==> src/rtl/apb_rr_master_if.sv <==
// apb_rr_master_if: APB bus between the round-robin master and a single slave.
interface apb_rr_master_if;
   logic [31:0] PADDR;
   logic        PWRITE;
   logic [31:0] PWDATA;
   logic        PSEL;
   logic        PENABLE;
   logic [31:0] PRDATA;
   logic        PREADY;
   modport master (output PADDR, PWRITE, PWDATA, PSEL, PENABLE, input PRDATA, PREADY);
   modport slave (input PADDR, PWRITE, PWDATA, PSEL, PENABLE, output PRDATA, PREADY);
endinterface

==> src/rtl/apb_rr_master.sv <==
// apb_rr_master: two-requester round-robin APB master with address rejection and PREADY timeout.
module apb_rr_master #(
   parameter logic [31:0] ADDR_BASE   = 32'h1000_0000,
   parameter int unsigned ADDR_SIZE   = 64,
   parameter int unsigned TIMEOUT_CYC = 16
) (
   input  logic        PCLK,
   input  logic        PRESET,
   input  logic        m0_req,
   input  logic        m0_write,
   input  logic [31:0] m0_addr,
   input  logic [31:0] m0_wdata,
   output logic        m0_done,
   output logic        m0_err,
   output logic [31:0] m0_rdata,
   input  logic        m1_req,
   input  logic        m1_write,
   input  logic [31:0] m1_addr,
   input  logic [31:0] m1_wdata,
   output logic        m1_done,
   output logic        m1_err,
   output logic [31:0] m1_rdata,
   apb_rr_master_if.master apb
);
   localparam int CW = $clog2(TIMEOUT_CYC + 1);
   typedef enum logic [1:0] {IDLE, SETUP, ACCESS, RESP} state_t;
   state_t state, state_nx;
   logic gid, last_grant, err_q, r0, r1, gnt, bad, timeout, sel_write;
   logic [31:0] sel_addr, sel_wdata, offset;
   logic [CW-1:0] wcnt;

   assign r0 = m0_req & ~m0_done;
   assign r1 = m1_req & ~m1_done;
   assign apb.PSEL = state == SETUP || state == ACCESS;
   assign apb.PENABLE = state == ACCESS;
   assign m0_done = state == RESP && !gid;
   assign m1_done = state == RESP && gid;
   assign m0_err = m0_done & err_q;
   assign m1_err = m1_done & err_q;

   // on a tie the requester not granted last wins
   always_comb begin
      gnt = (r0 & r1) ? ~last_grant : r1;
      sel_addr = gnt ? m1_addr : m0_addr;
      sel_write = gnt ? m1_write : m0_write;
      sel_wdata = gnt ? m1_wdata : m0_wdata;
      offset = sel_addr - ADDR_BASE;
      bad = |sel_addr[1:0] || sel_addr < ADDR_BASE || offset >= ADDR_SIZE;
      timeout = !apb.PREADY && wcnt == CW'(TIMEOUT_CYC - 1);
      state_nx = state;
      case (state)
         IDLE:    state_nx = (r0 | r1) ? (bad ? RESP : SETUP) : IDLE;
         SETUP:   state_nx = ACCESS;
         ACCESS:  state_nx = (apb.PREADY || timeout) ? RESP : ACCESS;
         default: state_nx = IDLE;
      endcase
   end

   always_ff @(posedge PCLK) begin
      if (PRESET) state <= IDLE;
      else state <= state_nx;
   end

   always_ff @(posedge PCLK) begin
      if (PRESET) begin
         apb.PADDR <= '0;
         apb.PWRITE <= 1'b0;
         apb.PWDATA <= '0;
         m0_rdata <= '0;
         m1_rdata <= '0;
         gid <= 1'b0;
         err_q <= 1'b0;
         last_grant <= 1'b1;
         wcnt <= '0;
      end else begin
         if (state == IDLE && (r0 | r1)) begin
            gid <= gnt;
            err_q <= bad;
            if (!bad) begin
               apb.PADDR <= sel_addr;
               apb.PWRITE <= sel_write;
               apb.PWDATA <= sel_wdata;
            end
         end
         wcnt <= (state == ACCESS && !apb.PREADY) ? wcnt + CW'(1) : '0;
         if (state == ACCESS) err_q <= timeout;
         if (state == ACCESS && apb.PREADY && !apb.PWRITE && !gid) m0_rdata <= apb.PRDATA;
         if (state == ACCESS && apb.PREADY && !apb.PWRITE && gid) m1_rdata <= apb.PRDATA;
         if (state == RESP) last_grant <= gid;
      end
   end
endmodule
==> src/flat_wrapper.sv <==
// flat-port wrapper written by rule: the top's interface ports become plain ports
module apb_rr_master_flat 
#(
   parameter logic [31:0] ADDR_BASE   = 32'h1000_0000,
   parameter int unsigned ADDR_SIZE   = 64,
   parameter int unsigned TIMEOUT_CYC = 16
)
  (PCLK, PRESET, m0_req, m0_write, m0_addr, m0_wdata, m0_done, m0_err, m0_rdata, m1_req, m1_write, m1_addr, m1_wdata, m1_done, m1_err, m1_rdata, apb_PADDR, apb_PWRITE, apb_PWDATA, apb_PSEL, apb_PENABLE, apb_PRDATA, apb_PREADY);
  apb_rr_master_if apb_i ();
  input  logic PCLK;
  input  logic PRESET;
  input  logic m0_req;
  input  logic m0_write;
  input  logic [31:0] m0_addr;
  input  logic [31:0] m0_wdata;
  output logic m0_done;
  output logic m0_err;
  output logic [31:0] m0_rdata;
  input  logic m1_req;
  input  logic m1_write;
  input  logic [31:0] m1_addr;
  input  logic [31:0] m1_wdata;
  output logic m1_done;
  output logic m1_err;
  output logic [31:0] m1_rdata;
  output wire logic [$bits(apb_i.PADDR)-1:0] apb_PADDR;
  output wire logic [$bits(apb_i.PWRITE)-1:0] apb_PWRITE;
  output wire logic [$bits(apb_i.PWDATA)-1:0] apb_PWDATA;
  output wire logic [$bits(apb_i.PSEL)-1:0] apb_PSEL;
  output wire logic [$bits(apb_i.PENABLE)-1:0] apb_PENABLE;
  input wire logic [$bits(apb_i.PRDATA)-1:0] apb_PRDATA;
  input wire logic [$bits(apb_i.PREADY)-1:0] apb_PREADY;
  assign apb_PADDR = apb_i.PADDR;
  assign apb_PWRITE = apb_i.PWRITE;
  assign apb_PWDATA = apb_i.PWDATA;
  assign apb_PSEL = apb_i.PSEL;
  assign apb_PENABLE = apb_i.PENABLE;
  assign apb_i.PRDATA = apb_PRDATA;
  assign apb_i.PREADY = apb_PREADY;
  apb_rr_master #(.ADDR_BASE(ADDR_BASE), .ADDR_SIZE(ADDR_SIZE), .TIMEOUT_CYC(TIMEOUT_CYC)) u_core (.PCLK(PCLK), .PRESET(PRESET), .m0_req(m0_req), .m0_write(m0_write), .m0_addr(m0_addr), .m0_wdata(m0_wdata), .m0_done(m0_done), .m0_err(m0_err), .m0_rdata(m0_rdata), .m1_req(m1_req), .m1_write(m1_write), .m1_addr(m1_addr), .m1_wdata(m1_wdata), .m1_done(m1_done), .m1_err(m1_err), .m1_rdata(m1_rdata), .apb(apb_i));
endmodule
==> config.mk <==
export PLATFORM = sky130hd
export DESIGN_NAME = apb_rr_master_flat
export DESIGN_NICKNAME = d
export VERILOG_FILES = /design/src/rtl/apb_rr_master_if.sv /design/src/rtl/apb_rr_master.sv /design/src/flat_wrapper.sv
export SDC_FILE = /design/constraint.sdc
export NUM_CORES = 1
export LEC_CHECK = 0
export CORE_MARGIN = 5
export CORE_UTILIZATION = 39
export CTS_CLUSTER_DIAMETER = 60
export CTS_CLUSTER_SIZE = 10
export DETAILED_ROUTE_END_ITERATION = 10
export GPL_ROUTABILITY_DRIVEN = 0
export GPL_TIMING_DRIVEN = 0
export PLACE_DENSITY_LB_ADDON = 0.08
export SLEW_MARGIN = 20
export SYNTH_ARGS = -nofsm -noshare
export SYNTH_HDL_FRONTEND = slang
export SYNTH_SLANG_ARGS = --single-unit
export TNS_END_PERCENT = 30
==> constraint.sdc <==
create_clock -name PCLK -period 3.2 [get_ports PCLK]
set_clock_uncertainty 0.05 [all_clocks]
set_input_delay 0.32 -clock PCLK [delete_from_list [all_inputs] [get_ports PCLK]]
set_output_delay 0.32 -clock PCLK [all_outputs]
set_load 0.01 [all_outputs]
==> run metrics <==
Die Width about 130 µm; register area 2780 µm²; leading post-synthesis cells by cell area dfxtp_1 50%, nand2_1 8.8%, mux2i_1 6.7%, a21oi_1 6.1%, nand4b_1 5.9%; CTS tree built; post-DP HPWL roughly 15000 µm; Max-Cap Viols 0; root buf cell clkbuf_16; async set-reset flop share out of synthesis 0%; Synth-to-Final Area Change 68.8%; initial antenna violation count 0; CP Buf/Inv Count 3; final hold violation count 0; Tot GR Track Use 22.9%; switching pwr 1.23 mW; sw frac approximately a quarter; syn nets approximately 770; Top Family by Delay on Critical Path simple AND/OR/NAND/NOR gates; crit path cell chain ha_1 > and2_4 > a311o_1 > clkbuf_1 > or4_4 > and3b_1 > clkbuf_1 > buf_2 > and2_1; row count 43; Top cell by count, worst path clkbuf_1; CP max-delay cell or4_4; final setup margin roughly 410 ps; most frequent cells in the layout 300 x clkdlybuf4s50_1, 139 x dfxtp_1, 130 x nand2_1, 67 x a21oi_1, 40 x clkbuf_1; DRT Pass-1 Iters 4; CP max FO 10; Worst Setup Path Type reg2reg; Starting Density 39.8%; Via density 4.96; number of global-route vias before repair 5581; initial DRC count 391; Sequential Power Share 40.0%; CTS Buf Count 17; yosys warns 0; area occupied by multi-input gates 2490 µm²; # port buffers 300; Synth Cell Area roughly 5500 µm²; Worst EP required between 3000 and 4000 ps; total gr overflow 0; Ports 302; Layout fillers 1098; Routed Antenna Nets 0; drt drc 0; first-pass GRT wire length 29800 µm; Primary FF master, synth dfxtp_1; pin count of the biggest net entering global routing 17; status completed; cells after synthesis 595; drt total wl 19600 µm; Post-synth EDFFs 0; static leakage 3.42 nW; top cell type's share of synthesized area 50.3%; minimum clock period 2790 ps; setup violators final 0; Worst Tran Pin Value 856 ps; Startpoint Class register; Die Y about 130 µm; Worst EP arrival 3050 ps; cell taking the most area after synthesis dfxtp_1; Gates resized, CTS repair 0; cts hold-fix bufs 0; CTS sink cnt 139; synthesized area per cell 9.29 µm²; Worst-Skew Late Latency around 410 ps; Slew HR 42.9%; postcts setup bufs 0; Final period util 87.2%; Die ar. 16700 µm²; clock-pin slew on the worst setup and hold paths 60 ps; Clock Path Buffers 2; Placeable Area 13900 µm²; Unique masters post-synth 38; vias 5494; Crit path largest cell delay 560 ps; Slew Limit Fails 0; Final TNS setup 0 ps; diodes inserted 0; Max Clk Rate between 0.3 and 0.4 GHz; RSZ-0062 raised after global routing false; Clock power frac 41.0%; PwrDens 499 nW/µm²; H-tree depth 4; dpl ws 117 ps; Routed WL per cell 17.7 µm; Nets 1087; Crit. End Element register; sequential-to-total area share from yosys stat 50.3%; Max VDD drop 0.435 mV; Combinational Power Share 19.0%; worst hold-check path type reg2reg; Power Internal 3.42 mW; layout cell share with drive strength beyond 1 7.01%; synthesized flop and latch total 139; commonest non-fill, non-tap cell in the layout clkdlybuf4s50_1
state kept, by name, summed over array words and instances (netlist names):
name               count
u_core.apb.PADDR      32
u_core.apb.PWDATA     32
u_core.m0_rdata       32
u_core.m1_rdata       32
u_core.wcnt            5
u_core.state           2
u_core.apb.PWRITE      1
u_core.err_q           1
u_core.gid             1
u_core.last_grant      1
routing by layer:
| metal | global-route usage (%) | wire (µm) | vias up | part of all wire (%) |
|---|---|---|---|---|
| met5 | 0 | 0 | - | 0 |
| met4 | 6.92 | 399 | 0 | 2.0 |
| met3 | 8.66 | 1760 | 36 | 9.0 |
| met2 | 39.1 | 9520 | 195 | 49 |
| met1 | 26.7 | 7910 | 2549 | 40 |
| li1 | - | - | 2714 | - |
power by group through the flow:
stage	logic [mW]	registers [mW]	clock network, mW
after floorplan	0.369	1.92	0
after global placement	0.871	1.89	0
after detailed placement	0.885	1.90	0
after CTS	0.892	1.86	1.93
after global routing	0.962	1.87	2.02
final	0.885	1.86	1.91
Yosys cell counts (2+ instances only):
| cell | n |
|---|---|
| a21oi_1 | 67 |
| and2_1 | 28 |
| and2_4 | 2 |
| and3_1 | 2 |
| buf_1 | 2 |
| buf_2 | 7 |
| buf_6 | 3 |
| clkbuf_1 | 40 |
| dfxtp_1 | 139 |
| ha_1 | 6 |
| inv_1 | 9 |
| mux2i_1 | 37 |
| nand2_1 | 130 |
| nand3_1 | 3 |
| nand4_1 | 2 |
| nand4b_1 | 37 |
| nor2_1 | 11 |
| nor3_1 | 3 |
| nor4_1 | 12 |
| nor4b_1 | 2 |
| o31ai_1 | 18 |
| o31ai_2 | 19 |
kinds of logic after synthesis:
family	Yosys count	synth area share (%)
xor+xnor	2	0.317
simple gates	237	22.4
buf+inv	61	4.71
compound gates	112	14.0
mux	38	6.90
fa+ha+maj	6	1.36
flops	139	50.3
layout make-up:
cell class                 count  share of cell area (%)
timing repair buffer         300                    32.2
sequential                   139                    29.8
multi-input combinational    395                    26.6
clock buffer                  17                    4.56
buffer                        52                    2.43
tap                          180                    2.41
clock inverter                15                    1.61
inverter                       9                   0.362
worst register-to-register path: stages, from the launching register on:
cell and delay [ps]:
dfxtp_1 340, ha_1 220, and2_4 170, a311o_1 320, clkbuf_1 200, or4_4 560, and3b_1 190, clkbuf_1 210
buf_2 230, and2_1 170
through the flow:
stage	util [%]	cells	cell area [µm²]	power, mW	hold slack (ps)
2_1_floorplan	-	595	5530	2.29	368
3_3_place_gp	63.1	1075	8760	2.77	379
3_5_place_dp	63.1	1075	8760	2.78	389
4_1_cts	67.2	1107	9330	4.69	402
5_1_grt	67.2	1107	9330	4.86	419
6_report	67.2	1107	9330	4.66	402
final timing paths:
kind | startpoint | endpoint | slack, ps | cells after the start
worst min register to register | u_core.m1_rdata[2] | u_core.m1_rdata[2] | 400 | 2
worst max-delay path | u_core.state[1] | u_core.apb.PADDR[1] | 410 | 9
worst min-delay path | u_core.m1_rdata[2] | u_core.m1_rdata[2] | 400 | 2
worst max register to register | u_core.state[1] | u_core.apb.PADDR[1] | 410 | 9
Power figures use the tool's default switching activity.
